==> src/rtl/cpu_pkg.sv <==
// Shared fetch-path types and constants.
package cpu_pkg;

  localparam int unsigned XLEN = 32;

  // Encoding of addi x0,x0,0; shown on the head outputs out of reset.
  localparam logic [XLEN-1:0] NOP_INSTR = 32'h00000013;

  typedef enum logic [1:0] {
    IDLE  = 2'd0,
    RUN   = 2'd1,
    HALT  = 2'd2,
    FAULT = 2'd3
  } fetch_state_t;

  // Instruction fetch targets must be word aligned.
  function automatic logic is_word_aligned(input logic [1:0] lsb);
    return lsb == 2'b00;
  endfunction

endpackage

==> src/rtl/fetch_fifo.sv <==
// Small fetch buffer built as a shift register so that the head entry is
// always slot 0, a plain flop, and the head outputs are registered.
module fetch_fifo #(
  parameter int unsigned DEPTH      = 2,
  parameter int unsigned W          = 64,
  parameter logic [W-1:0] RESET_HEAD = '0,
  localparam int unsigned CW        = $clog2(DEPTH + 1)
) (
  input  logic          clk,
  input  logic          rst_n,
  input  logic          push,
  input  logic          pop,
  input  logic          flush,
  input  logic [W-1:0]  din,
  output logic [W-1:0]  head,
  output logic          full,
  output logic          empty,
  output logic [CW-1:0] count
);

  logic [W-1:0]  q     [DEPTH];
  logic [W-1:0]  q_d   [DEPTH];
  logic [CW-1:0] cnt_q;
  logic [CW-1:0] cnt_d;
  logic [CW-1:0] wr_cnt;
  logic          pop_ok;
  logic          push_ok;

  assign empty   = (cnt_q == '0);
  assign full    = (cnt_q == CW'(DEPTH));
  assign pop_ok  = pop && !empty;
  // A full buffer still accepts a push when the head leaves in the same cycle.
  assign push_ok = push && !flush && (!full || pop_ok);

  assign head  = q[0];
  assign count = cnt_q;

  // Next slot contents: shift down on pop, then write behind the last live entry.
  always_comb begin
    q_d    = q;
    wr_cnt = cnt_q - CW'(pop_ok);
    if (pop_ok) begin
      for (int i = 0; i < int'(DEPTH) - 1; i++) begin
        q_d[i] = q[i + 1];
      end
    end
    if (push_ok) begin
      for (int i = 0; i < int'(DEPTH); i++) begin
        if (CW'(i) == wr_cnt) begin
          q_d[i] = din;
        end
      end
    end
  end

  // Occupancy: flush drops everything, including a same-cycle push.
  always_comb begin
    cnt_d = cnt_q;
    if (flush) begin
      cnt_d = '0;
    end else begin
      cnt_d = cnt_q + CW'(push_ok) - CW'(pop_ok);
    end
  end

  // Storage and occupancy registers.
  always_ff @(posedge clk or negedge rst_n) begin
    if (!rst_n) begin
      cnt_q <= '0;
      for (int i = 0; i < int'(DEPTH); i++) begin
        q[i] <= (i == 0) ? RESET_HEAD : '0;
      end
    end else begin
      cnt_q <= cnt_d;
      for (int i = 0; i < int'(DEPTH); i++) begin
        q[i] <= q_d[i];
      end
    end
  end

endmodule

==> src/rtl/fetch_ctrl.sv <==
// Instruction-fetch controller: sequences the PC into an asynchronous ROM and
// queues {pc, instr} pairs toward decode, with redirect/flush, halt and a
// sticky fault on misaligned redirect targets.
module fetch_ctrl #(
  parameter int unsigned    ADDR_W     = 8,
  parameter int unsigned    XLEN       = 32,
  parameter int unsigned    FIFO_DEPTH = 2,
  parameter logic [XLEN-1:0] RESET_PC  = '0
) (
  input  logic              clk,
  input  logic              rst_n,
  input  logic              enable,
  input  logic              halt_req,
  input  logic              redirect_vld,
  input  logic [XLEN-1:0]   redirect_pc,
  output logic [ADDR_W-1:0] rom_addr,
  input  logic [XLEN-1:0]   rom_data,
  output logic              out_valid,
  input  logic              out_ready,
  output logic [XLEN-1:0]   out_instr,
  output logic [XLEN-1:0]   out_pc,
  output logic              fault,
  output logic [1:0]        state
);

  import cpu_pkg::*;

  localparam int unsigned    EW         = 2 * XLEN;
  localparam int unsigned    CW         = $clog2(FIFO_DEPTH + 1);
  // Head shows pc=0 / NOP until the first real entry arrives.
  localparam logic [EW-1:0]  RESET_HEAD = {{XLEN{1'b0}}, XLEN'(NOP_INSTR)};

  fetch_state_t    state_q;
  fetch_state_t    state_d;
  logic [XLEN-1:0] pc_q;
  logic [XLEN-1:0] pc_d;
  logic            fault_q;
  logic            fault_d;

  logic            push;
  logic            pop;
  logic            flush;
  logic            can_push;
  logic            fifo_full;
  logic            fifo_empty;
  logic [CW-1:0]   fifo_count;
  logic [EW-1:0]   fifo_head;

  // ROM is word addressed; PC bits above the ROM range simply alias.
  assign rom_addr  = pc_q[ADDR_W+1:2];

  assign out_valid = !fifo_empty;
  assign out_pc    = fifo_head[EW-1:XLEN];
  assign out_instr = fifo_head[XLEN-1:0];
  assign fault     = fault_q;
  assign state     = state_q;

  assign pop       = out_valid && out_ready;
  // A slot is available if the buffer is not full or the head drains this cycle.
  assign can_push  = (fifo_count != CW'(FIFO_DEPTH)) || pop;

  // Next state, next PC and buffer control; priority redirect > halt > enable.
  always_comb begin
    state_d = state_q;
    pc_d    = pc_q;
    fault_d = fault_q;
    push    = 1'b0;
    flush   = 1'b0;

    case (state_q)
      IDLE, RUN, HALT: begin
        if (redirect_vld) begin
          flush = 1'b1;
          if (is_word_aligned(redirect_pc[1:0])) begin
            state_d = RUN;
            pc_d    = redirect_pc;
          end else begin
            state_d = FAULT;
            fault_d = 1'b1;
          end
        end else if (halt_req) begin
          state_d = HALT;
        end else begin
          case (state_q)
            IDLE: begin
              if (enable) begin
                state_d = RUN;
              end
            end
            RUN: begin
              if (!enable) begin
                state_d = IDLE;
              end else if (can_push) begin
                push = 1'b1;
                pc_d = pc_q + XLEN'(4);
              end
            end
            default: begin
              // HALT waits for an aligned redirect; enable has no effect.
            end
          endcase
        end
      end
      default: begin
        // FAULT is terminal until reset.
      end
    endcase
  end

  // FSM, PC and sticky fault registers.
  always_ff @(posedge clk or negedge rst_n) begin
    if (!rst_n) begin
      state_q <= IDLE;
      pc_q    <= RESET_PC;
      fault_q <= 1'b0;
    end else begin
      state_q <= state_d;
      pc_q    <= pc_d;
      fault_q <= fault_d;
    end
  end

  fetch_fifo #(
    .DEPTH      (FIFO_DEPTH),
    .W          (EW),
    .RESET_HEAD (RESET_HEAD)
  ) u_fifo (
    .clk   (clk),
    .rst_n (rst_n),
    .push  (push),
    .pop   (pop),
    .flush (flush),
    .din   ({pc_q, rom_data}),
    .head  (fifo_head),
    .full  (fifo_full),
    .empty (fifo_empty),
    .count (fifo_count)
  );

  // Full is implied by the count compare above; kept on the buffer interface.
  logic unused_full;
  assign unused_full = fifo_full;

endmodule

==> config.mk <==
export PLATFORM = sky130hd
export DESIGN_NAME = fetch_ctrl
export DESIGN_NICKNAME = d
export VERILOG_FILES = /design/src/rtl/cpu_pkg.sv /design/src/rtl/fetch_fifo.sv /design/src/rtl/fetch_ctrl.sv
export SDC_FILE = /design/constraint.sdc
export NUM_CORES = 1
export LEC_CHECK = 0
export BUFFER_PORTS_ARGS = -buffer_cell sky130_fd_sc_hd__buf_2
export CAP_MARGIN = 20
export CORE_MARGIN = 2
export CORE_UTILIZATION = 51
export CTS_CLUSTER_SIZE = 28
export DETAILED_ROUTE_END_ITERATION = 8
export PLACE_DENSITY = 0.77
export SLEW_MARGIN = 0
export SYNTH_ARGS = -nofsm -noshare
export SYNTH_HDL_FRONTEND = slang
export SYNTH_SLANG_ARGS = --single-unit
==> constraint.sdc <==
create_clock -name clk -period 2.75 [get_ports clk]
set_clock_uncertainty 0.05 [all_clocks]
set_input_delay 0.1375 -clock clk [delete_from_list [all_inputs] [get_ports clk]]
set_output_delay 0.1375 -clock clk [all_outputs]
set_load 0.03 [all_outputs]
# After elaboration in Yosys (flattened, before gate mapping)
# Index checks and enable logic that the tools add are counted.
# Widths: inputs -> output; s select.
[totals]
regBits = 165
in_bits = 70
output_inout_bits = 76
word_cells = 67
[classes]
n_addsub = 4
eq_ne = 9
muxes = 25
bitwise_logic = 1
n_reduce_logical = 22
[ops]
columns = ["op", "count"]
rows = [
  ["$mux 32", 6],
  ["$mux 64", 3],
  ["$mux 128", 1],
  ["$add 32x3->32 const B", 1],
  ["$mux 2", 6],
  ["$logic_not 2->1", 4],
  ["$mux 1", 8],
  ["$ne 4x4->1 const B", 2],
  ["$reduce_and 6->1", 1],
  ["$reduce_bool 2->1", 3],
  ["$eq 2x2->1 const B", 2],
  ["$logic_and 1x1->1", 4],
  ["$ne 2x1->1 const B", 2],
  ["$pmux 2 s2", 1],
  ["$reduce_and 4->1", 1],
  ["$reduce_bool 4->1", 1],
  ["$sub 2x1->2", 2],
  ["$logic_not 1->1", 3],
  ["$reduce_and 3->1", 1],
  ["$reduce_or 3->1", 1],
  ["$add 2x1->2", 1],
  ["$eq 1x2->1 const A", 1],
  ["$eq 2x1->1 const B", 1],
  ["$logic_or 1x1->1", 2],
  ["3 further kinds", 3],
]

# Logic depth before layout (Yosys ltp)
# Gate-level depths: netlist of run 1.
[logic_depth]
word_depth = 15
ltp_mapped = 13

# Modules after synthesis
# A second synthesis of run 1 with hierarchy kept.
[unflattened]
hier_cells = 677
area_unflattened_um2 = 8524.4
[by_module_without_submodules]
columns = ["module", "instances", "cells_per_inst", "area_each_um2", "seq_area_each_um2"]
rows = [
  ["fetch_fifo", 1, 429, 6232.2, 3256.9],
  ["fetch_ctrl", 1, 248, 2292.2, 875.8],
]

# Worst setup path after synthesis of run 1
# Ideal clock, no wire load.
[synth_timing]
path_kind = "register to register"
startpoint = "reg u_fifo.cnt_q[0] (netlist: u_fifo.count[0])"
endpoint = "reg u_fifo.q, in the netlist u_fifo.head[45]"
arrival_ns = 2.776
required_time_ns = 2.617
path_slack_ns = -0.159
stages_incl_launch_ff = 14
period_less_slack_ns = 2.909
path_cell_list = "dfrtp_1 -> or2_2 -> nand2_1 -> buf_2 -> buf_2 -> inv_1 -> ha_1 -> inv_1 -> nor4b_2 -> buf_2 -> buf_4 -> buf_2 -> nand2_1 -> o21ai_0"
[synth_lines]
columns = ["item", "line_no", "text"]
rows = [
  ["start, declared", "fetch_fifo.sv:23", "logic [CW-1:0] cnt_q;"],
  ["start signal, assigned", "fetch_fifo.sv:74", "cnt_q <= cnt_d;"],
  ["end signal, assigned by index", "fetch_fifo.sv:71", "q[i] <= (i == 0) ? RESET_HEAD : '0;"],
  ["end signal, assigned by index", "fetch_fifo.sv:76", "q[i] <= q_d[i];"],
  ["end, declared", "fetch_fifo.sv:21", "logic [W-1:0] q [DEPTH];"],
]

==> results of run 1 <==
[synthesized netlist by cell type, types with 4 or more instances]
| cell type | count |
|---|---|
| nand2_1 | 96 |
| o22ai_1 | 15 |
| mux2_2 | 59 |
| inv_1 | 10 |
| mux2i_1 | 82 |
| nor4_1 | 5 |
| clkbuf_1 | 13 |
| nand4_1 | 9 |
| clkbuf_2 | 6 |
| a22oi_1 | 6 |
| dfrtp_1 | 162 |
| o21ai_0 | 78 |
| nor3_1 | 9 |
| nand3_1 | 13 |
| buf_4 | 76 |
| buf_2 | 20 |
| a21oi_1 | 19 |
| buf_6 | 4 |
| ha_1 | 4 |
| mux2_1 | 5 |
| nor2_1 | 22 |
| or3_1 | 4 |
[flip-flops by register name, indices dropped and copies added (netlist names)]
| signal | flops |
|---|---|
| fault | 1 |
| pc_q | 32 |
| state | 2 |
| u_fifo.count | 2 |
| u_fifo.head | 64 |
| u_fifo.q | 64 |
[per-layer routing]
metal  wire length (µm)  share of wire (%)
met2               9120                 48
met1               8420                 44
met4                414                2.2
met3                976                5.2
met5                  0                  0
[metrics by stage]
step,hold slack (ns),std cells,worst slack [ns]
finish,0.0100,1126,0.262
global route,0.0405,1126,0.131
CTS,0.00263,1125,0.282
detailed placement,0.172,1030,0.288
global placement,0.163,1030,0.422
floorplan,-0.208,769,0.0192
[how the worst max path moves through the flow]
stage / slack [ns] / start / end
global route: 0.13 / u_fifo.count[0]$_DFF_PN0_ / u_fifo.head[13]$_DFF_PN0_
detailed placement: 0.29 / u_fifo.count[0]$_DFF_PN0_ / u_fifo.head[13]$_DFF_PN0_
global placement: 0.42 / u_fifo.count[0]$_DFF_PN0_ / u_fifo.head[20]$_DFF_PN0_
finish: 0.26 / u_fifo.count[0]$_DFF_PN0_ / u_fifo.head[13]$_DFF_PN0_
floorplan: 0.02 / u_fifo.count[0]$_DFF_PN0_ / u_fifo.head[45]$_DFF_PN0_
CTS: 0.28 / u_fifo.count[0]$_DFF_PN0_ / u_fifo.head[13]$_DFF_PN0_
[power by group through the flow]
stage,combinational [µW],clock (µW),sequential [µW]
6_report,817,2390,2540
5_1_grt,875,2550,2550
4_1_cts,811,2440,2540
3_5_place_dp,742,0,2580
3_3_place_gp,733,0,2580
2_1_floorplan,529,0,2580
[cells in the final DEF, fill, tap and decap left out, types with 10 or more instances in the layout]
master	n
dlygate4sd3_1	63
nor2_1	22
buf_4	19
buf_2	144
o22ai_1	15
mux2_2	59
mux2i_1	82
nand2_1	95
inv_1	10
nand3_1	13
o21ai_0	78
clkbuf_16	17
a21oi_1	19
dfrtp_1	162
[area by class of cell]
class / instances / area, µm²
repair buffers: 231 / 1590
fillers: 1251 / 5920
well taps: 216 / 270
multi-input cells: 472 / 3330
flip-flops and latches: 165 / 4130
clock inverters: 14 / 170
inverters: 10 / 37.5
clock buffers: 18 / 429
[critical path: cells and delay by family (launching register included)]
| family | cells | cell delay, ns |
|---|---|---|
| AO/OA/AOI/OAI | 1 | 0.17 |
| flip-flops | 1 | 0.42 |
| AND/OR/NAND/NOR | 3 | 0.87 |
| buffers and inverters | 3 | 0.48 |
| adder cells (fa/ha/maj) | 1 | 0.33 |
[cells by family (layout without fill, tap and decap cells)]
logic type	count (synthesis)	after routing	share of synthesized area, %
and+or+nand+nor	183	183	11.1
AOI/OAI and AO/OA	136	136	9.29
buffers and inverters	132	273	10.4
xor gates and xnor gates	3	3	0.316
adders and majority gates	4	4	0.602
DFF	165	165	49.7
muxes	146	146	18.5
==> results_dict.tcl, run 1 <==
set metrics [dict create \
    status "completed" \
    busiest_layer "met2" \
    fin_tns_setup_ns 0 \
    antenna_found_initial 0 \
    fp.dieW_um 132 \
    hold_depth 3 \
    synth-edff-count 0 \
    worstPathMaxFanout 80 \
    crit_chain "or2_2 > nand2_4 > inv_1 > ha_1 > inv_1 > nor4b_4 > buf_12 > o21ai_0" \
    dieArea_um2 17300 \
    crit_top_cell "inv_1" \
    r2r-end "u_fifo.head[13]$_DFF_PN0_" \
    port_buffers 145 \
    synthFlopType "dfrtp_1" \
    postRouteAntennaNets 0 \
    cts_buffers 17 \
    routabilityCongestion 0.837 \
    netlist.area_leader.share_pct 48.8 \
    worstPathRequired_ns 2.99 \
    fp.dieH_um 132 \
    grt_setup_unrepaired "no" \
    synth_warnings 0 \
    yosys_register_bits 165 \
    swShare_pct 26.9 \
    max_stage_delay_ns 0.44 \
    seq_area_frac_synth_pct 49.7 \
    gr-usage-met1_pct 29.9 \
    cpMaxStageDelayCell "nor4b_4" \
    reg2reg_depth 8 \
    wl_per_cell_um 16.8 \
    drtPass1Iterations 5 \
    synth_nets 843 \
    yosys.area.top_type "dfrtp_1" \
    nNetsFinal 971 \
    power_switching_uw 1540 \
    synth_cells 769 \
    clkPwrFrac_pct 41.6 \
    end_kind "flop" \
    grt_pass1_vias 6054 \
    rows 46 \
    core_region_area_um2 15900 \
    reg2reg_from "u_fifo.count[0]$_DFF_PN0_" \
    cts_tree "yes" \
    cts_hold_buf 63 \
    period_needed_ns 2.49 \
    hold_viol_final 0 \
    synthArstFlopShare_pct 100 \
    crit_type "flop to flop" \
    avgSynthCellArea_um2 10.8 \
    drt_iter0_drc 355 \
    met3_usage_pct 5.36 \
    power_density_nw_per_um2 577 \
    worstSetupStartpointType "flop" \
    power_uw 5740 \
    tightest_slew_ns 0.709 \
    drive_gt1_share_pct 30.2 \
    cts_root_buf "clkbuf_16" \
    use_met2_pct 36.2 \
    clockBufferDepth 2 \
    area_growth_pct 19.8 \
    hp-class "input pin to flop" \
    h-tree-depth 4 \
    clkSlewWorstSetupHoldPaths_ns 0.07 \
    via_per_inst 5.39 \
    rrSetupSlack_ns 0.26 \
    hold_start "redirect_pc[30]" \
    vias 6070 \
    synth_area_leaders "dfrtp_1, mux2i_1, mux2_2, buf_4, o21ai_0" \
    combPwrFrac_pct 14.2 \
    clk_latency_ns 0.42 \
    drcViolationCount 0 \
    seq_power_share_pct 44.2 \
    whs_endpoint "pc_q[30]$_DFFE_PN0P_" \
    final_util_pct 62.7 \
    synth_area_um2 8310 \
    period_share_pct 90.5 \
    synth_cell_types 60 \
    cts_resized 0 \
    cap_violations 0 \
    hpwl_um 12100 \
    slew_violations 0 \
    leakagePower_uw 0.00500 \
    io_pins 146 \
    gr-total-overflow 0 \
    wirelength_um 18900 \
    crit_arrival_ns 2.72 \
    max_freq_mhz 402 \
    grt.total_usage_pct 22.6 \
    max-vdd-ir-drop_mv 0.450 \
    final_cell_area_um2 9960 \
    placed_cell_area_um2 8700 \
    intPower_uw 4200 \
    finalSetupViolations 0 \
    relSlewSlack_pct 52.7 \
    antenna-diode-count 0 \
    initial_core_util_pct 52.3 \
    postCtsSetupBuffers 0 \
    grt_max_degree 81 \
    clock-sinks 165 \
    grt_pass1_wl_um 31400 \
]
Note: power is estimated with default switching activity, not from simulation.
==> run 2: changes to the inputs <==
--- a/config.mk
+++ b/config.mk
@@ -12,6 +12,7 @@
 export CTS_CLUSTER_SIZE = 28
 export DETAILED_ROUTE_END_ITERATION = 8
 export PLACE_DENSITY = 0.77
+export RECOVER_POWER = 25
 export SLEW_MARGIN = 0
 export SYNTH_ARGS = -nofsm -noshare
 export SYNTH_HDL_FRONTEND = slang
==> run 2 against run 1 <==
  * The flow now finishes with violations (max-capacitance violations, max-slew violations)
  * Flip-flop and latch count unchanged
  * Global-route usage did not move
  * Sequential share of layout area grew 0.17 points
  * Sequential power about the same
  * Die area is the same
  * Final cell count is the same
  * Count of clock-buffer cells in the layout unchanged
  * Power barely moved
  * Non-clock buffer count stayed put
  * First-iteration DRC count down 15%
  * Utilization decreased by 0.26 points
  * Setup slack better by 0.0068 ns
==> results_dict.tcl, run 2 (synthesized netlist as in run 1, its figures left out) <==
set metrics [dict create \
    slew_violations 78 \
    nNetsFinal 971 \
    failed_checks "max-capacitance violations, max-slew violations" \
    drtPass1Iterations 5 \
    worstPathMaxFanout 80 \
    max_stage_delay_ns 0.44 \
    hpwl_um 12100 \
    cts_resized 0 \
    wl_per_cell_um 16.8 \
    cts_tree "yes" \
    critPathBufInv 3 \
    h-tree-depth 4 \
    cts_buffers 17 \
    drive_gt1_share_pct 27.1 \
    use_met2_pct 36.2 \
    hp-class "input pin to flop" \
    initial_core_util_pct 52.3 \
    hold_depth 3 \
    relSlewSlack_pct -27.5 \
    cts_root_buf "clkbuf_16" \
    rows 46 \
    gr-usage-met1_pct 29.9 \
    clock-sinks 165 \
    period_needed_ns 2.48 \
    area_growth_pct 19.3 \
    gr-total-overflow 0 \
    fp.dieW_um 132 \
    drcViolationCount 0 \
    power_uw 5740 \
    clkSlewWorstSetupHoldPaths_ns 0.07 \
    via_per_inst 5.40 \
    clockBufferDepth 2 \
    finalSetupViolations 0 \
    crit_top_cell "inv_1" \
    status "finished with violations" \
    crit_family "simple AND/OR/NAND/NOR gates" \
    grt.total_usage_pct 22.6 \
    max-vdd-ir-drop_mv 0.449 \
    cap_violations 1 \
    cpMaxStageDelayCell "nor4b_4" \
    fp.dieH_um 132 \
    crit_chain "or2_2 > nand2_4 > inv_1 > ha_1 > inv_1 > nor4b_4 > buf_12 > o21ai_0" \
    max_freq_mhz 403 \
    clk_latency_ns 0.42 \
    vias 6082 \
    dieArea_um2 17300 \
    worstSetupStartpointType "flop" \
    grt_setup_unrepaired "no" \
    antenna_found_initial 0 \
    grt_pass1_vias 6054 \
    routabilityCongestion 0.837 \
    grt_max_degree 81 \
    port_buffers 145 \
    hold_viol_final 0 \
    worstPathRequired_ns 2.99 \
    io_pins 146 \
    end_kind "flop" \
    crit_arrival_ns 2.72 \
    final_util_pct 62.5 \
    leakagePower_uw 0.00488 \
    tightest_slew_ns 1.91 \
    postRouteAntennaNets 0 \
    fin_tns_setup_ns 0 \
    period_share_pct 90.2 \
    layout.cells.most_common "dfrtp_1" \
    power_density_nw_per_um2 579 \
    crit_cells 8 \
    wirelength_um 18900 \
    met3_usage_pct 5.36 \
    antenna-diode-count 0 \
    core_region_area_um2 15900 \
    busiest_layer "met2" \
    grt_pass1_wl_um 31400 \
    layout_common_cells "dfrtp_1, buf_2, nand2_1" \
    reg2reg_depth 8 \
    crit_type "flop to flop" \
    drt_iter0_drc 300 \
]
-- run 2: what timing repair did --
action | CTS | global route
hold buffers | 63 | 0
setup endpoints to repair | 0 | 0
buffers inserted | 0 | 0
endpoints found under the hold margin | 163 | 0
-- run 2: final cells by class --
class                   count  area [µm²]
repair buffers            231        1550
inverters                  10        37.5
well taps                 216         270
clock buffers              18         429
flip-flops and latches    165        4130
clock inverters            14         170
multi-input cells         472        3330
fillers                  1269        5960
-- run 2: metal layers --
metal,vias to the layer above,share of wire (%)
met4,0,2.4
met5,-,0
li1,2897,-
met1,2935,44
met3,42,5.4
met2,208,48
-- run 2: worst reg2reg max path, stage by stage, from the launching register on --
cell and delay (ns):
dfrtp_1 0.42, or2_2 0.35, nand2_4 0.08, inv_1 0.05
ha_1 0.33, inv_1 0.10, nor4b_4 0.44, buf_12 0.33
o21ai_0 0.20
-- run 2: final timing paths --
path                                                start                   endpoint  slack, ns
worst max-delay path            u_fifo.count[0]$_DFF_PN0_  u_fifo.head[13]$_DFF_PN0_       0.27
max in group asynchronous                           rst_n       pc_q[20]$_DFFE_PN0P_       0.63
min in group asynchronous                           rst_n    u_fifo.q[1]$_DFFE_PN0P_       0.74
worst max register to register  u_fifo.count[0]$_DFF_PN0_  u_fifo.head[13]$_DFF_PN0_       0.27
worst min register to register          fault$_DFFE_PN0P_          fault$_DFFE_PN0P_       0.42
worst min-delay path                      redirect_pc[30]       pc_q[30]$_DFFE_PN0P_       0.01
-- run 2: where the power goes --
group	switching, µW	internal, µW	total [µW]	leakage [µW]
Combinational	467	346	813	0.00235
Clock	1020	1360	2390	0.000285
Sequential	53.1	2490	2540	0.00224
Total	1540	4200	5740	0.00488
-- run 2: stage by stage --
step | setup WS, ns | std cells | hold WS [ns] | area (µm²)
5_1_grt | 0.131 | 1126 | 0.0405 | 9920
4_1_cts | 0.282 | 1125 | 0.00263 | 9930
3_5_place_dp | 0.288 | 1030 | 0.172 | 8700
3_3_place_gp | 0.422 | 1030 | 0.163 | 8700
6_report | 0.269 | 1126 | 0.0107 | 9920
2_1_floorplan | 0.0192 | 769 | -0.208 | 8320
==> run 3: changes to the inputs <==
--- a/config.mk
+++ b/config.mk
@@ -5,13 +5,13 @@
 export SDC_FILE = /design/constraint.sdc
 export NUM_CORES = 1
 export LEC_CHECK = 0
-export BUFFER_PORTS_ARGS = -buffer_cell sky130_fd_sc_hd__buf_2
 export CAP_MARGIN = 20
 export CORE_MARGIN = 2
-export CORE_UTILIZATION = 51
+export CORE_UTILIZATION = 55
 export CTS_CLUSTER_SIZE = 28
 export DETAILED_ROUTE_END_ITERATION = 8
-export PLACE_DENSITY = 0.77
+export DONT_BUFFER_PORTS = 1
+export PLACE_DENSITY = 0.73
 export RECOVER_POWER = 25
 export SLEW_MARGIN = 0
 export SYNTH_ARGS = -nofsm -noshare
==> run 3 against run 2 <==
  * The run ends with negative hold slack left
  * Combinational power fell by 21%
  * Sequential share of layout area rose by 3.2 points
  * Sequential power rose by 2%
  * Utilization rose by 0.41 points
  * Flip-flop and latch count did not move
  * Final cell count fell by 15%
  * Non-clock buffer count fell by 142
  * Wire length fell by 5.4%
  * Die area fell by 7.1%
  * Critical path type unchanged
  * Largest power group unchanged
==> results_dict.tcl, run 3 (synthesized netlist as in run 1, its figures left out) <==
set metrics [dict create \
    clock-sinks 165 \
    h-tree-depth 4 \
    layout_common_cells "dfrtp_1, nand2_1, mux2i_1" \
    via_per_inst 5.89 \
    grt_setup_unrepaired "no" \
    place_inst 850 \
    cts_buffers 17 \
    wl_per_cell_um 18.8 \
    dieArea_um2 16100 \
    drt_iter0_drc 392 \
    initial_core_util_pct 56.8 \
    drtPass1Iterations 5 \
    hold_ws_ns -0.638 \
    period_needed_ns 2.57 \
    clk_latency_ns 0.42 \
    max_freq_mhz 390 \
    cts_root_buf "clkbuf_16" \
    crit_arrival_ns 2.78 \
    fp.dieH_um 127 \
    worstSetupStartpointType "flop" \
    gr-total-overflow 0 \
    cap_violations 0 \
    area_growth_pct 10.7 \
    failed_checks "negative hold slack" \
    end_kind "flop" \
    postRouteAntennaNets 0 \
    fill_cells 1112 \
    hp-class "input pin to asynchronous set/reset pin" \
    worstPathMaxFanout 128 \
    routabilityCongestion 0.852 \
    slew_violations 0 \
    cts_tree "yes" \
    grt_pass1_wl_um 29500 \
    fin_tns_setup_ns 0 \
    layout.cells.most_common "dfrtp_1" \
    grt_pass1_vias 5755 \
    grt_max_degree 166 \
    core_region_area_um2 14600 \
    rows 44 \
    antenna_found_initial 0 \
    leakagePower_uw 0.00433 \
    vias 5608 \
    hpwl_um 11200 \
    status "finished with violations" \
    power_density_nw_per_um2 611 \
    nNetsFinal 829 \
    clockBufferDepth 2 \
    postCtsSetupBuffers 0 \
    drcViolationCount 0 \
    reg2reg_depth 8 \
    relSlewSlack_pct 43.2 \
    max-vdd-ir-drop_mv 0.456 \
    worstPathRequired_ns 2.96 \
    io_pins 146 \
    period_share_pct 93.3 \
    wirelength_um 17900 \
    clkSlewWorstSetupHoldPaths_ns 0.06 \
    grt.total_usage_pct 23.0 \
    hold_viol_final 165 \
    antenna-diode-count 0 \
    finalSetupViolations 0 \
    tightest_slew_ns 0.850 \
    cts_hold_buf 69 \
    fp.dieW_um 127 \
    crit_type "flop to flop" \
    layoutNonFillerInstCount 952 \
    port_buffers 0 \
    drive_gt1_share_pct 16.3 \
]
[run 3: area by class of cell]
type / count / area (µm²) / area share (%)
Multi-Input combinational cell: 472 / 3330 / 36.2
Tap cell: 184 / 230 / 2.50
Clock buffer: 23 / 468 / 5.08
Timing Repair Buffer: 89 / 878 / 9.54
Clock inverter: 9 / 126 / 1.37
Inverter: 10 / 37.5 / 0.408
Sequential cell: 165 / 4130 / 44.9
[run 3: worst paths after layout]
check	from	endpoint	slack [ns]
max in group asynchronous	rst_n	u_fifo.head[1]$_DFF_PN1_	3.05
setup / recovery	u_fifo.count[0]$_DFF_PN0_	u_fifo.head[29]$_DFF_PN0_	0.18
hold / removal	rst_n	u_fifo.q[6]$_DFFE_PN0P_	-0.64
hold reg to reg	u_fifo.q[7]$_DFFE_PN0P_	u_fifo.q[7]$_DFFE_PN0P_	0.44
min in group clk	redirect_vld	pc_q[20]$_DFFE_PN0P_	0.03
setup reg to reg	u_fifo.count[0]$_DFF_PN0_	u_fifo.head[29]$_DFF_PN0_	0.18
[run 3: critical path, stage by stage, from the launching register on]
cell	delay [ns]
dfrtp_1	0.41
or2_2	0.35
nand2_4	0.08
inv_1	0.05
ha_1	0.34
inv_1	0.10
nor4b_4	0.34
buf_12	0.37
o21ai_0	0.21
[run 3: metal layers]
layer | global-route usage [%] | vias to the layer above | share of wire (%)
met3 | 6.75 | 27 | 7.4
met2 | 38.1 | 201 | 49
met4 | 8.86 | 0 | 1.7
li1 | - | 2613 | -
met1 | 28.8 | 2767 | 42
met5 | 0 | - | 0
[run 3: report_power, final]
group / leakage (µW) / switching [µW] / internal [µW]
clock: 0.000291 / 916 / 1470
combinational: 0.00180 / 346 / 299
sequential: 0.00224 / 107 / 2490
[run 3: metrics by stage]
| stage | area [µm²] | hold WS (ns) | worst slack (ns) | total power, µW | util, % |
|---|---|---|---|---|---|
| CTS | 9180 | -0.657 | 0.220 | 5670 | 62.7 |
| finish | 9210 | -0.638 | 0.185 | 5630 | 62.9 |
| global route | 9210 | -0.661 | 0.0694 | 5830 | 62.9 |
| floorplan | 8320 | -0.208 | 0.0192 | 3100 | - |
| detailed placement | 7900 | -0.204 | 0.224 | 3190 | 53.9 |
| global placement | 7900 | -0.204 | 0.351 | 3160 | 53.9 |
[run 3: what timing repair did]
item / 4_1_cts / 5_1_grt
resized for setup: 0 / 1
setup endpoints to repair: 0 / 1
endpoints found under the hold margin: 264 / 165
